## config.mk

```make
export PLATFORM = sky130hd
export DESIGN_NAME = enc_pwm_mixer
export DESIGN_NICKNAME = d
export VERILOG_FILES = /design/src/rtl/enc_pwm_pkg.sv /design/src/rtl/enc_channel.sv /design/src/rtl/enc_pwm_mixer.sv
export SDC_FILE = /design/constraint.sdc
export NUM_CORES = 1
export LEC_CHECK = 0
export ABC_AREA = 1
export CAP_MARGIN = 20
export CORE_ASPECT_RATIO = 0.9
export CORE_MARGIN = 5
export CORE_UTILIZATION = 59
export CTS_CLUSTER_SIZE = 8
export DETAILED_ROUTE_END_ITERATION = 8
export PLACE_DENSITY = 0.81
export SKIP_CTS_REPAIR_TIMING = 1
export SYNTH_ARGS = -nofsm -noshare
export SYNTH_HDL_FRONTEND = slang
export SYNTH_HIERARCHICAL = 1
export SYNTH_SLANG_ARGS = --single-unit
```

## constraint.sdc

```tcl
create_clock -name clk -period 2.05 [get_ports clk]
set_input_delay 0.41 -clock clk [delete_from_list [all_inputs] [get_ports clk]]
set_output_delay 0.41 -clock clk [all_outputs]
set_load 0.02 [all_outputs]
```

## src/rtl/enc_pwm_pkg.sv

```systemverilog
// rtl/enc_pwm_pkg.sv - shared step encoding, width helpers and debounce counter sizing
package enc_pwm_pkg;

    typedef enum logic [1:0] {
        STEP_NONE = 2'd0,
        STEP_UP   = 2'd1,
        STEP_DN   = 2'd2
    } step_t;

    localparam int DEBOUNCE_CYC_DEF = 4;
    localparam int DEBOUNCE_CNT_W   = $clog2(DEBOUNCE_CYC_DEF + 1);

    // Total packed width of a bank of level registers.
    function automatic int level_w(input int channels, input int width);
        return channels * width;
    endfunction

    function automatic int debounce_cnt_w(input int cyc);
        return $clog2(cyc + 1);
    endfunction

endpackage

```

## src/rtl/enc_channel.sv

```systemverilog
// rtl/enc_channel.sv - one encoder channel: sync, debounce, quadrature decode, level register, PWM compare
module enc_channel
    import enc_pwm_pkg::*;
#(
    parameter int WIDTH        = 8,
    parameter int DEBOUNCE_CYC = 4
) (
    input  logic             clk,
    input  logic             resetb,
    input  logic             enc_a,
    input  logic             enc_b,
    input  logic             wrap_mode,
    input  logic             load_hit,
    input  logic [WIDTH-1:0] load_value,
    input  logic [WIDTH-1:0] pcnt,
    output logic [WIDTH-1:0] level,
    output logic             pwm_out
);

    localparam int               CNT_W    = debounce_cnt_w(DEBOUNCE_CYC);
    localparam logic [CNT_W-1:0] CNT_LAST = CNT_W'(DEBOUNCE_CYC - 1);
    localparam logic [WIDTH-1:0] LVL_MAX  = '1;

    // Index 0 is phase A, index 1 is phase B.
    logic [1:0]       raw;
    logic [1:0]       s1;
    logic [1:0]       s2;
    logic [1:0]       stable;
    logic [CNT_W-1:0] cnt [2];
    logic             stable_a_d;
    step_t            step;

    logic [level_w(1, WIDTH)-1:0] active_lvl;

    assign raw = {enc_b, enc_a};

    always_ff @(posedge clk or negedge resetb) begin
        if (!resetb) begin
            s1     <= '0;
            s2     <= '0;
            stable <= '0;
            for (int p = 0; p < 2; p++) begin
                cnt[p] <= '0;
            end
        end else begin
            s1 <= raw;
            s2 <= s1;
            for (int p = 0; p < 2; p++) begin
                if (s2[p] == stable[p]) begin
                    cnt[p] <= '0;
                end else if (cnt[p] == CNT_LAST) begin
                    stable[p] <= s2[p];
                    cnt[p]    <= '0;
                end else begin
                    cnt[p] <= cnt[p] + 1'b1;
                end
            end
        end
    end

    // Only the rising edge of A counts, giving one step per detent.
    always_comb begin
        step = STEP_NONE;
        if (stable[0] && !stable_a_d) begin
            step = stable[1] ? STEP_DN : STEP_UP;
        end
    end

    always_ff @(posedge clk or negedge resetb) begin
        if (!resetb) begin
            stable_a_d <= 1'b0;
            level      <= '0;
        end else begin
            stable_a_d <= stable[0];
            if (load_hit) begin
                level <= load_value;
            end else begin
                case (step)
                    STEP_UP: begin
                        if (level == LVL_MAX) begin
                            level <= wrap_mode ? '0 : level;
                        end else begin
                            level <= level + 1'b1;
                        end
                    end
                    STEP_DN: begin
                        if (level == '0) begin
                            level <= wrap_mode ? LVL_MAX : level;
                        end else begin
                            level <= level - 1'b1;
                        end
                    end
                    default: begin
                    end
                endcase
            end
        end
    end

    // Duty is latched on the last count of a period so each period is glitch-free.
    always_ff @(posedge clk or negedge resetb) begin
        if (!resetb) begin
            active_lvl <= '0;
            pwm_out    <= 1'b0;
        end else begin
            if (pcnt == LVL_MAX) begin
                active_lvl <= level;
            end
            pwm_out <= (pcnt < active_lvl);
        end
    end

endmodule

```

## src/rtl/enc_pwm_mixer.sv

```systemverilog
// rtl/enc_pwm_mixer.sv - multi-channel encoder-to-PWM mixer top: shared period counter, load decode, level packing
module enc_pwm_mixer
    import enc_pwm_pkg::*;
#(
    parameter int CHANNELS     = 3,
    parameter int WIDTH        = 8,
    parameter int DEBOUNCE_CYC = 4
) (
    input  logic                                   clk,
    input  logic                                   resetb,
    input  logic [CHANNELS-1:0]                    enc_a,
    input  logic [CHANNELS-1:0]                    enc_b,
    input  logic                                   wrap_mode,
    input  logic                                   load_en,
    input  logic [2:0]                             load_ch,
    input  logic [WIDTH-1:0]                       load_value,
    output logic [level_w(CHANNELS, WIDTH)-1:0]    level_out,
    output logic [CHANNELS-1:0]                    pwm_out
);

    logic [WIDTH-1:0]    pcnt;
    logic [CHANNELS-1:0] load_hit;

    always_ff @(posedge clk or negedge resetb) begin
        if (!resetb) begin
            pcnt <= '0;
        end else begin
            pcnt <= pcnt + 1'b1;
        end
    end

    // Out-of-range channel indices match no channel, so the load is dropped.
    always_comb begin
        load_hit = '0;
        for (int i = 0; i < CHANNELS; i++) begin
            load_hit[i] = load_en && (load_ch == 3'(i));
        end
    end

    for (genvar g = 0; g < CHANNELS; g++) begin : g_ch
        enc_channel #(
            .WIDTH        (WIDTH),
            .DEBOUNCE_CYC (DEBOUNCE_CYC)
        ) u_ch (
            .clk        (clk),
            .resetb     (resetb),
            .enc_a      (enc_a[g]),
            .enc_b      (enc_b[g]),
            .wrap_mode  (wrap_mode),
            .load_hit   (load_hit[g]),
            .load_value (load_value),
            .pcnt       (pcnt),
            .level      (level_out[g*WIDTH +: WIDTH]),
            .pwm_out    (pwm_out[g])
        );
    end

endmodule

```

; After elaboration in Yosys (flattened, before gate mapping)
; Index checks and enable logic that the tools add are counted.
; W data, S select, Z words.
[totals]
register_bits = 98
output_inout_bits = 27
inputBits = 21
word_cells = 140
[op_classes]
n_mux = 32
n_bitwise = 6
order_cmp = 3
n_reduce_logical = 25
n_eq_ne = 30
add_sub_neg = 13
[op_table]
columns = operator, count
row1 = $mux W8, 11
row2 = $pmux W8 S2, 3
row3 = $mux W3, 12
row4 = $add A8 B1 Y8 const B, 4
row5 = $eq A8 B8 Y1 const B, 4
row6 = $logic_not A8 Y1, 3
row7 = $lt A8 B8 Y1, 3
row8 = $ne A4 B3 Y1 const B, 6
row9 = $sub A8 B1 Y8 const B, 3
row10 = $eq A3 B2 Y1 const B, 7
row11 = $add A3 B1 Y3 const B, 6
row12 = $mux W2, 6
row13 = $reduce_and A2 Y1, 6
row14 = $reduce_and A3 Y1, 3
row15 = $reduce_bool A3 Y1, 3
row16 = $eq A1 B1 Y1, 6
row17 = $eq A2 B1 Y1 const B, 3
row18 = $eq A2 B2 Y1 const B, 3
row19 = $logic_and A1 B1 Y1, 6
row20 = $not A1 Y1, 6
row21 = $eq A3 B1 Y1 const B, 1
row22 = $logic_not A1 Y1, 3
row23 = $logic_not A3 Y1, 1

; Longest topological paths before layout
; Gate-level depths: netlist (run 1).
[depth]
word_depth = 6
ltp_mapped = 10
ltp_nobuf = 10

; By module
; The synthesis (run 1) kept the hierarchy.
[modules_own_cells]
columns = module, area_each_um2, cells_each, instances, seq_area_each_um2
row1 = enc_channel, 1920.6, 250, 3, 750.7
row2 = enc_pwm_mixer, 366.6, 43, 1, 200.2

; Least setup slack after synthesis (run 1)
; No wires, ideal clock.
[synth_timing]
path_type = register to register
from = reg g_ch[0].u_ch.level[0]
to = reg g_ch[0].u_ch.level[3]
arrival_ns = 1.495
required_ns = 1.985
stages_incl_launch_ff = 10
path_slack_ns = 0.489
synth_period_minus_slack_ns = 1.561
path_cell_list = dfrtp_1 -> inv_1 -> ha_1 -> nand2_1 -> nor2_4 -> nand3_2 -> nand2_2 -> nor2_4 -> nand3_1 -> nand2_1
[synth_between]
elab_chain_cells = 4
elab_cells_between_ends = 11
classes_between = add/sub: 2 / eq/ne: 3 / mux: 4 / reduce/logical: 2
[synth_rtl]
columns = item, line
row1 = start: declaration, enc_channel.sv:16  ; output logic [WIDTH-1:0] level,
row2 = start signal: assignment, enc_channel.sv:76  ; level <= load_value;
row3 = start signal: assignment, enc_channel.sv:81  ; level <= wrap_mode ? '0 : level;
row4 = start signal: assignment, enc_channel.sv:83  ; level <= level + 1'b1;
row5 = $sub A8 B1 Y8 (tied with other cells), enc_channel.sv:90  ; level <= level - 1'b1;
row6 = $mux W8 (on tied branches), "enc_channel.sv:87, enc_channel.sv:80"
row7 = $pmux W8 S2, enc_channel.sv:78  ; case (step)
row8 = $mux W8, enc_channel.sv:75  ; if (load_hit) begin
; Parallel ways exist; a longest one is shown, timed or not.
; A chain may end at the register's enable or synchronous reset.

; Worst setup path in the final report (run 1)
[layout_timing]
from = reg g_ch[1].u_ch.level[6]
to = out level_out[14]
[layout_lines]
columns = item, line
row1 = start: declaration, enc_channel.sv:16
row2 = start signal: assignment, enc_channel.sv:76
row3 = start signal: assignment, enc_channel.sv:81
row4 = start signal: assignment, enc_channel.sv:83
row5 = end: declaration, enc_pwm_mixer.sv:17  ; output logic [level_w(CHANNELS, WIDTH)-1:0] level_out,
; No word-level cell between the ends.

==> results of run 1 <==
-- power groups by stage --
stage / Combinational [mW] / Sequential (mW) / Clock, mW
final: 4.18 / 2.97 / 1.71
after global routing: 4.62 / 3.04 / 1.83
after CTS: 4.14 / 2.95 / 1.75
after detailed placement: 4.10 / 2.98 / 0
after global placement: 3.95 / 2.94 / 0
after floorplan: 2.86 / 3.00 / 0
-- synth_stat cells --
cell type / count / area [um2]
xnor2_1: 8 / 70.1
mux2_2: 3 / 33.8
o31ai_1: 3 / 22.5
a21oi_2: 3 / 26.3
o21ai_2: 6 / 52.6
buf_4: 3 / 22.5
a21oi_1: 21 / 105
clkbuf_2: 3 / 15.0
nand2_1: 212 / 796
o211ai_1: 3 / 22.5
nand4_1: 15 / 93.8
o22ai_1: 3 / 18.8
nand3b_1: 4 / 30.0
o21ai_1: 2 / 10.0
o21ai_0: 48 / 240
xor2_1: 4 / 35.0
inv_1: 102 / 383
nor2_4: 6 / 67.6
buf_6: 9 / 101
nor3_1: 12 / 60.1
nand3_1: 70 / 350
nand3_2: 6 / 60.1
ha_1: 37 / 463
nor2_1: 61 / 229
inv_2: 6 / 22.5
nand3_4: 6 / 105
nor3b_1: 6 / 45.0
dfrtp_1: 98 / 2450
clkbuf_1: 3 / 11.3
nand2_2: 6 / 37.5
or2_2: 12 / 75.1
nor2_2: 9 / 56.3
buf_2: 3 / 15.0
-- cells by family (layout without fill, tap and decap cells) --
family / Yosys count / in the layout / share of synthesized area [%]
compound gates: 89 / 89 / 8.13
simple gates: 425 / 425 / 32.7
xor+xnor: 12 / 12 / 1.71
flops: 98 / 98 / 40.0
buf+inv: 129 / 190 / 9.31
fa+ha+maj: 37 / 37 / 7.55
mux: 3 / 3 / 0.551
-- metrics by stage --
step	TNS [ps]	std cells
after floorplan	0	793
after global placement	-638	966
after detailed placement	-1520	966
after CTS	0	982
after global routing	0	983
final	0	983
-- state kept, by name, summed over array words and instances (netlist names) --
name                  flops
g_ch.u_ch/pwm_out         3
g_ch.u_ch/cnt            18
g_ch.u_ch/stable          6
g_ch.u_ch/stable_a_d      3
g_ch.u_ch/s2              6
g_ch.u_ch/active_lvl     24
g_ch.u_ch/s1              6
g_ch.u_ch/level          24
pcnt                      8
-- routing by layer --
metal  part of all wire, %  GRT usage, %
met1                    42          32.0
met2                    48          39.4
met3                   7.1          4.64
met4                   2.8          9.78
met5                     0             0
-- worst paths after layout --
check,startpoint,to,slack (ps),depth (start not counted)
max in group asynchronous,resetb,g_ch[1].u_ch/cnt[5],940,3
worst max register to register,g_ch[2].u_ch/level[0],g_ch[2].u_ch/level[4],280,9
worst min-delay path,g_ch[1].u_ch/s1[1],g_ch[1].u_ch/s2[1],350,0
worst min register to register,g_ch[1].u_ch/s1[1],g_ch[1].u_ch/s2[1],350,0
min in group asynchronous,resetb,g_ch[0].u_ch/active_lvl[5],510,2
worst max-delay path,g_ch[1].u_ch/level[6],level_out[14],70,1
-- area by class of cell --
cell class | count | area, um2 | area share [%]
clock buffers | 10 | 229 | 3.24
clock inverters | 6 | 73.8 | 1.05
inverters | 108 | 405 | 5.74
multi-input cells | 566 | 3110 | 44.0
flip-flops and latches | 98 | 2450 | 34.8
well taps | 129 | 161 | 2.29
repair buffers | 66 | 628 | 8.90
==> flow_summary.ini, run 1 <==
[run_status]
status = complete, no violations

[worst_setup_path]
arrival_ps = 1570
critPathTopFamily = buffers and inverters
path_cells = clkdlybuf4s50_1
end_kind = output pin
critPathKind = register to output pin
path_buf_inv = 1
crit_path_max_incr_delay_ps = 670
cp_max_fo = 9
crit_required_ps = 1640
worst_path_max_delay_cell = clkdlybuf4s50_1
cp-start-kind = register

[power]
swShare_pct = 44.6
p_sw_mw = 3.95
combPwrFrac_pct = 47.2
p_clk_share_pct = 19.3
p_int_mw = 4.91
ir_worst_vdd_mv = 0.944
p_total_mw = 8.86
sequentialPowerShare_pct = 33.5
leakagePower_nw = 3.48
pwr_density_cell_nw_per_um2 = 1260

[synth]
synth-seq-area-share_pct = 40.0
syn_inst = 793
ys_warn_count = 6
syn_area_um2 = 6130
syn_area_per_cell_um2 = 7.73
ys_ff_latch = 98
ys_types = 33
syn-num-nets = 851

[die]
io_pins = 48
rows = 35
die_h_um = 107
core_area_um2 = 10200
die_w_um = 117
dieArea_um2 = 12500
start_util_pct = 60.1

[sta]
rsz0062_at_grt = false
skew_ps = 4.09
hold_violations = 0
maxSlewViolCount = 0
period_minus_slack_ps = 1980
hold_ws_ps = 348
fin_ws_ps = 68.8
setup_viol = 0
timing.final.crit_share_pct = 96.6
fmax_mhz = 505
maxSlewHeadroom_pct = 72.7
tightestPinTransition_ps = 408

[clock_network]
cts_tree = built
cts_buffers = 9
clk_latency_ps = 350
htreeDepth = 3
clock_path_buffers = 2
cts_root_buf = clkbuf_16
path_clk_slew_ps = 70
cts.sinks = 98

[detailed_routing]
routed_wl_um = 14800
num_vias = 5477
via_per_inst = 5.57
drc = 0
final_antenna_net_count = 0
drtPass1Iterations = 5
routedWlPerCell_um = 15.0
first_iter_violations = 515

[finish]
final_cell_mix = nand2_1, inv_1, dfrtp_1
drive_above_1_share_pct = 11.5
final_common_cell = nand2_1
n_fill_cell = 814
design_area_um2 = 7060
areaGrowthSynthToFinish_pct = 15.1
num-nets-final = 907
finalCoreUtilization_pct = 69.2
diodes = 0

[global_route]
grt_max_degree = 39
overflow = 0
grt_pass1_vias = 5306
grt_use_total_pct = 24.2
antenna_found_initial = 0
grt_pass1_wl_um = 25100

[place]
dp_worst_setup_slack_ps = -168
place_congestion = 1.02
post-dp-hpwl_um = 11000
io_buffers = 47
placed_area_um2 = 6740

[worst_hold_path]
hold_class = register to register

[job]
maxCapViolations = 0
No activity file was read; power rests on OpenSTA's default activity.
==> run 2: changes to the inputs <==
--- a/config.mk
+++ b/config.mk
@@ -7,7 +7,7 @@
 export LEC_CHECK = 0
 export ABC_AREA = 1
 export CAP_MARGIN = 20
-export CORE_ASPECT_RATIO = 0.9
+export CORE_ASPECT_RATIO = 0.8
 export CORE_MARGIN = 5
 export CORE_UTILIZATION = 59
 export CTS_CLUSTER_SIZE = 8
==> run 2 against run 1 <==
Against the previous run: register-to-register slack lost 30 ps; wire length grew 2.8%; critical path depth is the same; global-route usage grew 1.8 points; sequential share of layout area is essentially flat; power grew 1.5%; clock power grew 6%; flip-flop and latch count is the same; core utilization is essentially flat; largest cell class unchanged; highest routed layer unchanged.
==> flow_summary.ini, run 2 (synthesis gave the netlist of run 1 again) <==
[run_status]
status = complete, no violations

[place]
io_buffers = 47
post-dp-hpwl_um = 11300
place_congestion = 0.942

[sta]
tightestPinTransition_ps = 440
timing.final.crit_share_pct = 98.1
period_minus_slack_ps = 2010
maxSlewViolCount = 0
hold_ws_ps = 7.08
hold_violations = 0
skew_ps = 4.83
rsz0062_at_grt = false
maxSlewHeadroom_pct = 70.7
timing.setup.tns_ps = 0
fmax_mhz = 497
setup_viol = 0

[die]
core_area_um2 = 10200
io_pins = 48
start_util_pct = 60.1
die_w_um = 124
die_h_um = 101
dieArea_um2 = 12500
rows = 33

[clock_network]
cts_tree = built
htreeDepth = 3
cts_buffers = 9
cts.sinks = 98
cts_root_buf = clkbuf_16
path_clk_slew_ps = 70
clk_latency_ps = 340
clock_path_buffers = 2

[global_route]
grt_pass1_wl_um = 26000
grt_pass1_vias = 5420
grt_use_total_pct = 26.1
antenna_found_initial = 0
overflow = 0
grt_max_degree = 40

[worst_setup_path]
cp_max_fo = 8
critPathTopFamily = buffers and inverters
reg2reg_slack_ps = 250
crit_required_ps = 1640
cp-start-kind = register
path_cells = clkdlybuf4s50_1
worst_path_max_delay_cell = clkdlybuf4s50_1
critPathKind = register to output pin
end_kind = output pin
arrival_ps = 1600
crit_path_max_incr_delay_ps = 690
path_buf_inv = 1

[detailed_routing]
routed_wl_um = 15200
drtPass1Iterations = 5
via_per_inst = 5.61
drc = 0
first_iter_violations = 560
routedWlPerCell_um = 15.4
num_vias = 5542
final_antenna_net_count = 0

[power]
sequentialPowerShare_pct = 33.3
leakagePower_nw = 3.46
ir_worst_vdd_mv = 0.763
combPwrFrac_pct = 46.5
p_clk_share_pct = 20.2
p_sw_mw = 3.97
swShare_pct = 44.2
p_int_mw = 5.03
pwr_density_cell_nw_per_um2 = 1280

[finish]
final_common_cell = nand2_1
multi_input_area_um2 = 3110
register_area_um2 = 2450
areaGrowthSynthToFinish_pct = 15.0
largestRegisters = g_ch.u_ch/active_lvl: 24 flops, g_ch.u_ch/level: 24 flops, g_ch.u_ch/cnt: 18 flops
final_cell_mix = nand2_1, inv_1, dfrtp_1
num-nets-final = 901
diodes = 0
drive_above_1_share_pct = 10.9
n_fill_cell = 817

[job]
maxCapViolations = 0

[worst_hold_path]
hold_class = input pin to async pin
run 2: changes by cell type in the layout (fill, tap and decap cells not counted), sizes merged:
cell	before	now
inv	110	109
buf	19	14
dlymetal6s2s	1	0
clkinvlp	2	0
dlygate4sd3	1	0
bufinv	1	2
clkinv	1	2
clkdlybuf4s50	45	46
run 2: routing by layer:
| layer | up-vias | GRT usage [%] | part of all wire, % |
|---|---|---|---|
| met5 | - | 0 | 0 |
| met4 | 0 | 7.24 | 1.8 |
| met3 | 27 | 5.58 | 8.4 |
| met2 | 260 | 41.5 | 47 |
| met1 | 2615 | 36.3 | 43 |
| li1 | 2640 | - | - |
run 2: layout make-up:
class                           instances  share of cell area (%)
Inverter                              108                    5.75
Clock inverter                          5                    1.26
Multi-Input combinational cell        566                    44.1
Sequential cell                        98                    34.8
Timing Repair Buffer                   60                    8.38
Tap cell                              140                    2.48
Clock buffer                           10                    3.25
run 2: worst paths after layout:
check / start / cells after the start / end
worst max-delay path: g_ch[0].u_ch/level[3] / 1 / level_out[3]
worst min-delay path: resetb / 1 / g_ch[0].u_ch/cnt[5]
worst max register to register: g_ch[0].u_ch/level[0] / 9 / g_ch[0].u_ch/level[3]
worst min register to register: g_ch[0].u_ch/s1[1] / 0 / g_ch[0].u_ch/s2[1]
max in group asynchronous: resetb / 2 / g_ch[2].u_ch/stable[1]
min in group clk: g_ch[0].u_ch/s1[1] / 0 / g_ch[0].u_ch/s2[1]
run 2: metrics by stage:
| step | total power, mW | instance area [um2] | util (%) | std cells | setup slack [ps] |
|---|---|---|---|---|---|
| after floorplan | 5.87 | 6130 | - | 793 | 489 |
| after global placement | 6.95 | 6730 | 66.0 | 972 | -132 |
| after detailed placement | 7.10 | 6730 | 66.0 | 972 | -219 |
| after CTS | 8.97 | 7050 | 69.1 | 987 | 56.7 |
| after global routing | 9.66 | 7050 | 69.1 | 987 | 3.27 |
| final | 9.00 | 7050 | 69.1 | 987 | 39.0 |
run 2: power groups by stage:
stage / Clock, mW / Sequential, mW / Combinational [mW]
after floorplan: 0 / 3.00 / 2.86
after global placement: 0 / 2.97 / 3.98
after detailed placement: 0 / 3.00 / 4.10
after CTS: 1.85 / 2.97 / 4.14
after global routing: 1.93 / 3.05 / 4.68
final: 1.82 / 3.00 / 4.18
==> RTL change 1 (flow settings as in run 2) <==
`WIDTH` is set to 8 in 2 places; all go to 12.
--- a/src/rtl/enc_channel.sv
+++ b/src/rtl/enc_channel.sv
@@ -4,3 +4,3 @@
 #(
-    parameter int WIDTH        = 8,
+    parameter int WIDTH        = 12,
     parameter int DEBOUNCE_CYC = 4
--- a/src/rtl/enc_pwm_mixer.sv
+++ b/src/rtl/enc_pwm_mixer.sv
@@ -5,3 +5,3 @@
     parameter int CHANNELS     = 3,
-    parameter int WIDTH        = 8,
+    parameter int WIDTH        = 12,
     parameter int DEBOUNCE_CYC = 4
Interface: changed (resized level_out and load_value); port bits go from 48 to 64. No check against the original RTL was run, so the function may have changed too.
==> RTL change 1 against run 2 <==
  * Final area up 45%
  * Sequential cell count increased by 28
  * Combinational power grew 48%
  * Sequential power up 31%
  * Setup slack got worse by 0.0088 ns
  * Die area increased by 34%
  * First-iteration DRC count increased by 94%
  * Power up 49%
  * Synthesized area rose by 38%
  * Non-clock buffer count increased by 62
  * Routed wire length up 57%
==> RTL change 1: results (changes against run 2) <==
| Metric | Value |
|---|---|
| Status | `complete, no violations` |
| Worst Max-Slew Pin Slew | `0.694 ns (+0.254 ns)` |
| Crit path launch | `g_ch[1].u_ch/level[2]$_DFFE_PN0P_` |
| M1 GR Usage | `0.414 (+0.0512)` |
| Maximum vdd drop | `0.000908 V (+19%)` |
| Largest registers | `g_ch.u_ch/active_lvl: 36 flops, g_ch.u_ch/level: 36 flops, g_ch.u_ch/cnt: 18 flops` |
| Reg2reg setup slack | `0.06 ns (-0.19 ns)` |
| Cell variety after synth | `40 (+21%)` |
| Seq/Total Area, Yosys | `0.374 (-0.0264)` |
| CP max stage delay | `0.67 ns (-0.02 ns)` |
| TritonCTS buffer count | `17 (+8)` |
| M2 GR Usage | `0.451 (+0.0358)` |
| Via/cell ratio | `5.74 (+2.2%)` |
| DP HPWL | `17700 um (+56%)` |
| Share of layout cells above drive strength 1 | `0.140 (+0.0314)` |
| Total GRT Usage | `0.295 (+0.0343)` |
| WHS | `0.346 ns (+0.339 ns)` |
| Post-place setup slack | `-0.143 ns (+0.0758 ns)` |
| Leak pwr | `4.88 nW (+41%)` |
| Gpl congestion | `1.01 (+7.6%)` |
| Worst setup margin | `0.0303 ns (-0.00879 ns)` |
| Vias in the first global route | `7750 (+43%)` |
| Routed wire length | `23800 um (+57%)` |
| Largest cells by area after synthesis | `dfrtp_1, nand2_1, ha_1, nand3_1, inv_1` |
| Largest net degree at the start of global routing | `57 (+43%)` |
| RR Endpoint | `g_ch[2].u_ch/level[1]$_DFFE_PN0P_` |
| DRT Pass-1 Iters | `7 (+2)` |
| Internal power | `7.53 mW (+50%)` |
| Commonest cells post-synth | `nand2_1, dfrtp_1, inv_1` |
| Root buf cell | `clkbuf_16` |
| DR iter-0 viols | `1084 (+94%)` |
| Setup crit end | `level_out[14]` |
| RR Startpoint | `g_ch[2].u_ch/level[0]$_DFFE_PN0P_` |
| Worst setup skew after layout | `0.00672 ns (+0.00189 ns)` |
| First-pass GRT wire length | `39100 um (+50%)` |
| Hold Path Stages | `0` |
| Final Net Count | `1318 (+46%)` |
| Worst min-delay path category | `flop to flop` |
| H-tree depth | `4 (+1)` |
-- RTL change 1: cell types whose count changed in the layout (fill, tap and decap cells not counted), sizes merged, moves of 13 or more --
cell and delta:
nand4 +23, inv +20, dfrtp +28, nand2 +88, buf +45, nand3 +48
clkdlybuf4s50 +13, o21ai +23, a21oi +14, nor2 +51
-- RTL change 1: routing by layer --
| metal | up-vias | wire (um) |
|---|---|---|
| met3 | 60 | 2260 |
| li1 | 3970 | - |
| met1 | 3822 | 10400 |
| met5 | - | 0 |
| met4 | 0 | 580 |
| met2 | 425 | 10600 |
-- RTL change 1: final cells by class --
type	count	area, um^2
diodes	1	2.50
clock buffers	19	453
clock inverters	13	189
fillers	1117	3910
inverters	129	484
multi-input cells	848	4580
flip-flops and latches	126	3170
well taps	184	230
repair buffers	122	1130
-- RTL change 1: stage by stage --
| stage | std cells | cell area (um^2) | power, mW |
|---|---|---|---|
| 3_5_place_dp | 1408 | 9560 | 9.94 |
| 6_report | 1442 | 10200 | 13.4 |
| 2_1_floorplan | 1142 | 8440 | 7.79 |
| 3_3_place_gp | 1408 | 9560 | 9.85 |
| 5_1_grt | 1441 | 10200 | 14.2 |
| 4_1_cts | 1440 | 10200 | 13.2 |
-- RTL change 1: power groups by stage --
stage               sequential (mW)  clock, mW  combinational, mW
detailed placement             3.88          0               6.06
global route                   3.98       3.40               6.84
CTS                            3.85       3.27               6.11
finish                         3.92       3.25               6.20
floorplan                      3.86          0               3.93
global placement               3.87          0               5.98
-- RTL change 1: logic make-up after synthesis --
group | count (synthesis) | share of synthesized area
fa+ha+maj | 49 | 0.0727
compound gates | 144 | 0.101
mux | 3 | 0.00400
flops | 126 | 0.374
xor+xnor | 18 | 0.0187
simple gates | 634 | 0.347
buf+inv | 168 | 0.0836
==> RTL change 2 (settings of run 2) <==
Without the edit above. Register the inputs `enc_a`, `enc_b`, `wrap_mode`, `load_en`, `load_ch` and `load_value` before use, without a reset. The logic sees them one clock later.
--- a/src/rtl/enc_pwm_mixer.sv
+++ b/src/rtl/enc_pwm_mixer.sv
@@ -20,2 +20,18 @@
 
+    logic [CHANNELS-1:0] enc_a_q;
+    logic [CHANNELS-1:0] enc_b_q;
+    logic wrap_mode_q;
+    logic load_en_q;
+    logic [2:0] load_ch_q;
+    logic [WIDTH-1:0] load_value_q;
+
+    always_ff @(posedge clk) begin
+        enc_a_q      <= enc_a;
+        enc_b_q      <= enc_b;
+        wrap_mode_q  <= wrap_mode;
+        load_en_q    <= load_en;
+        load_ch_q    <= load_ch;
+        load_value_q <= load_value;
+    end
+
     logic [WIDTH-1:0]    pcnt;
@@ -35,3 +51,3 @@
         for (int i = 0; i < CHANNELS; i++) begin
-            load_hit[i] = load_en && (load_ch == 3'(i));
+            load_hit[i] = load_en_q && (load_ch_q == 3'(i));
         end
@@ -46,7 +62,7 @@
             .resetb     (resetb),
-            .enc_a      (enc_a[g]),
-            .enc_b      (enc_b[g]),
-            .wrap_mode  (wrap_mode),
+            .enc_a      (enc_a_q[g]),
+            .enc_b      (enc_b_q[g]),
+            .wrap_mode  (wrap_mode_q),
             .load_hit   (load_hit[g]),
-            .load_value (load_value),
+            .load_value (load_value_q),
             .pcnt       (pcnt),
Function: changed (Yosys sat finds a counterexample within 4 cycles, from zero or initial values and one cycle with resetb low).
==> RTL change 2 against run 2 <==
  * Setup slack improved by 0.0070 ns
  * Final area rose by 8.9%
  * Clock skew rose by 0.0033 ns
  * Non-clock buffer count fell by 5
  * First-iteration DRC count fell by 5.4%
  * Power rose by 14%
  * Sequential cell count rose by 19
  * Routed wire length rose by 4.0%
  * Synthesized area rose by 6.2%
==> RTL change 2: results (changes against run 2) <==
| Metric | Value |
|---|---|
| M2 GR Usage | `0.388 (-0.0278)` |
| RR Startpoint | `load_ch_q[1]$_DFF_P_` |
| Gpl congestion | `0.977 (+3.7%)` |
| Share of layout cells above drive strength 1 | `0.129 (+0.0201)` |
| Reg2reg setup slack | `0.23 ns (-0.02 ns)` |
| Worst Hold Path EP | `g_ch[1].u_ch/s1[0]$_DFF_PN0_` |
| Post-place setup slack | `0.318 ns (+0.536 ns)` |
| F_max | `499 MHz (+0.35%)` |
| Via/cell ratio | `5.44 (-3.1%)` |
| CP max stage delay | `0.67 ns (-0.02 ns)` |
| DRT Pass-1 Iters | `5 (unchanged)` |
| Crit path launch | `g_ch[2].u_ch/level[6]$_DFFE_PN0P_` |
| Largest registers | `g_ch.u_ch/active_lvl: 24 flops, g_ch.u_ch/level: 24 flops, g_ch.u_ch/cnt: 18 flops` |
| Sw frac | `0.423 (-0.0181)` |
| Synth Warn # | `6 (unchanged)` |
| Seq/Total Area, Yosys | `0.435 (+0.0351)` |
| Commonest cells post-synth | `nand2_1, inv_1, dfrtp_1` |
| Setup crit end | `level_out[22]` |
| Met3 Usage GRT | `0.0626 (+0.00679)` |
| Root buf cell | `clkbuf_16` |
| Status | `complete, no violations` |
| Worst min-delay path category | `flop to flop` |
| # diodes | `0 (unchanged)` |
| Synth top area share | `0.377 (-0.0234)` |
| Final Net Count | `923 (+2.4%)` |
| Count of final max-slew check failures | `0 (unchanged)` |
| Commonest non-fill, non-tap cell in the layout | `nand2_1` |
| Crit-path slowest cell | `clkdlybuf4s50_1` |
| Leak pwr | `3.73 nW (+7.8%)` |
| Worst skew pair latency | `0.41 ns (+0.07 ns)` |
| Worst setup skew after layout | `0.00810 ns (+0.00327 ns)` |
| Total GRT Usage | `0.247 (-0.0132)` |
| Fill cells | `844 (+3.3%)` |
| Worst-case reg-to-reg path depth | `8 (-1)` |
| Hold Path Stages | `0` |
| Worst EP arrival | `1.59 ns` |
| Routed len/inst | `15.5 um (+0.41%)` |
| Vias in the first global route | `5440 (+0.37%)` |
| Top FF cell, synth | `dfrtp_1` |
| Cell variety after synth | `34 (+3.0%)` |
| First-pass GRT wire length | `26400 um (+1.5%)` |
| Initial antenna violation count | `0 (unchanged)` |
| Maximum vdd drop | `0.000824 V (+8.0%)` |
| Largest cells by area after synthesis | `dfrtp_1, nand2_1, ha_1, inv_1, dfxtp_1` |
| TritonCTS buffer count | `17 (+8)` |
| Worst Max-Slew Pin Slew | `0.485 ns (+0.0453 ns)` |
| RR Endpoint | `g_ch[1].u_ch/level[1]$_DFFE_PN0P_` |
| FFs w/ async S/R, synth | `0.838 (-0.162)` |
| Port Buffer Count | `47 (unchanged)` |
| Syn nets | `870 (+2.2%)` |
| Largest net degree at the start of global routing | `40 (unchanged)` |
| M1 GR Usage | `0.338 (-0.0254)` |
| DP HPWL | `11600 um (+2.3%)` |
| Clock transition at path regs | `0.06 ns` |
| H-tree depth | `4 (+1)` |
| DR iter-0 viols | `530 (-5.4%)` |
| Crit path max-delay family | `buffers and inverters` |
| Crit Path Max Fanout | `9 (+1)` |
## RTL change 2: through the flow
step | cell area [um^2] | TNS (ns) | utilization | cells | hold WS, ns
3_5_place_dp | 7070 | 0 | 0.652 | 989 | 0.320
4_1_cts | 7650 | -0.212 | 0.705 | 1021 | -0.0759
6_report | 7680 | 0 | 0.708 | 1022 | 0.320
2_1_floorplan | 6510 | 0 | - | 812 | 0.114
5_1_grt | 7680 | 0 | 0.708 | 1022 | 0.330
3_3_place_gp | 7070 | 0 | 0.652 | 989 | 0.318
## RTL change 2: routing by layer
metal  vias to the layer above  share of wire
met3                        28          0.078
met4                         0          0.019
li1                       2724              -
met2                       211           0.47
met1                      2599           0.44
met5                         -              0
## RTL change 2: logic make-up after synthesis
group / Yosys count / share of synthesized area
AO/OA/AOI/OAI: 89 / 0.0765
XOR/XNOR: 12 / 0.0161
adder cells (fa/ha/maj): 37 / 0.0711
buffers and inverters: 129 / 0.0877
flip-flops: 117 / 0.435
multiplexers: 3 / 0.00519
AND/OR/NAND/NOR: 425 / 0.308
## RTL change 2: layout make-up
cell class              count  area share
repair buffers             55      0.0730
clock inverters            15      0.0204
multi-input cells         566       0.404
well taps                 144      0.0235
clock buffers              17      0.0554
inverters                 108      0.0528
flip-flops and latches    117       0.371
## RTL change 2: power groups by stage
stage          combinational, mW  clock (mW)  sequential, mW
2_1_floorplan               2.83           0            3.37
3_5_place_dp                3.95           0            3.40
6_report                    4.00        2.85            3.39
3_3_place_gp                3.88           0            3.38
4_1_cts                     3.98        2.89            3.37
5_1_grt                     4.47        3.00            3.47
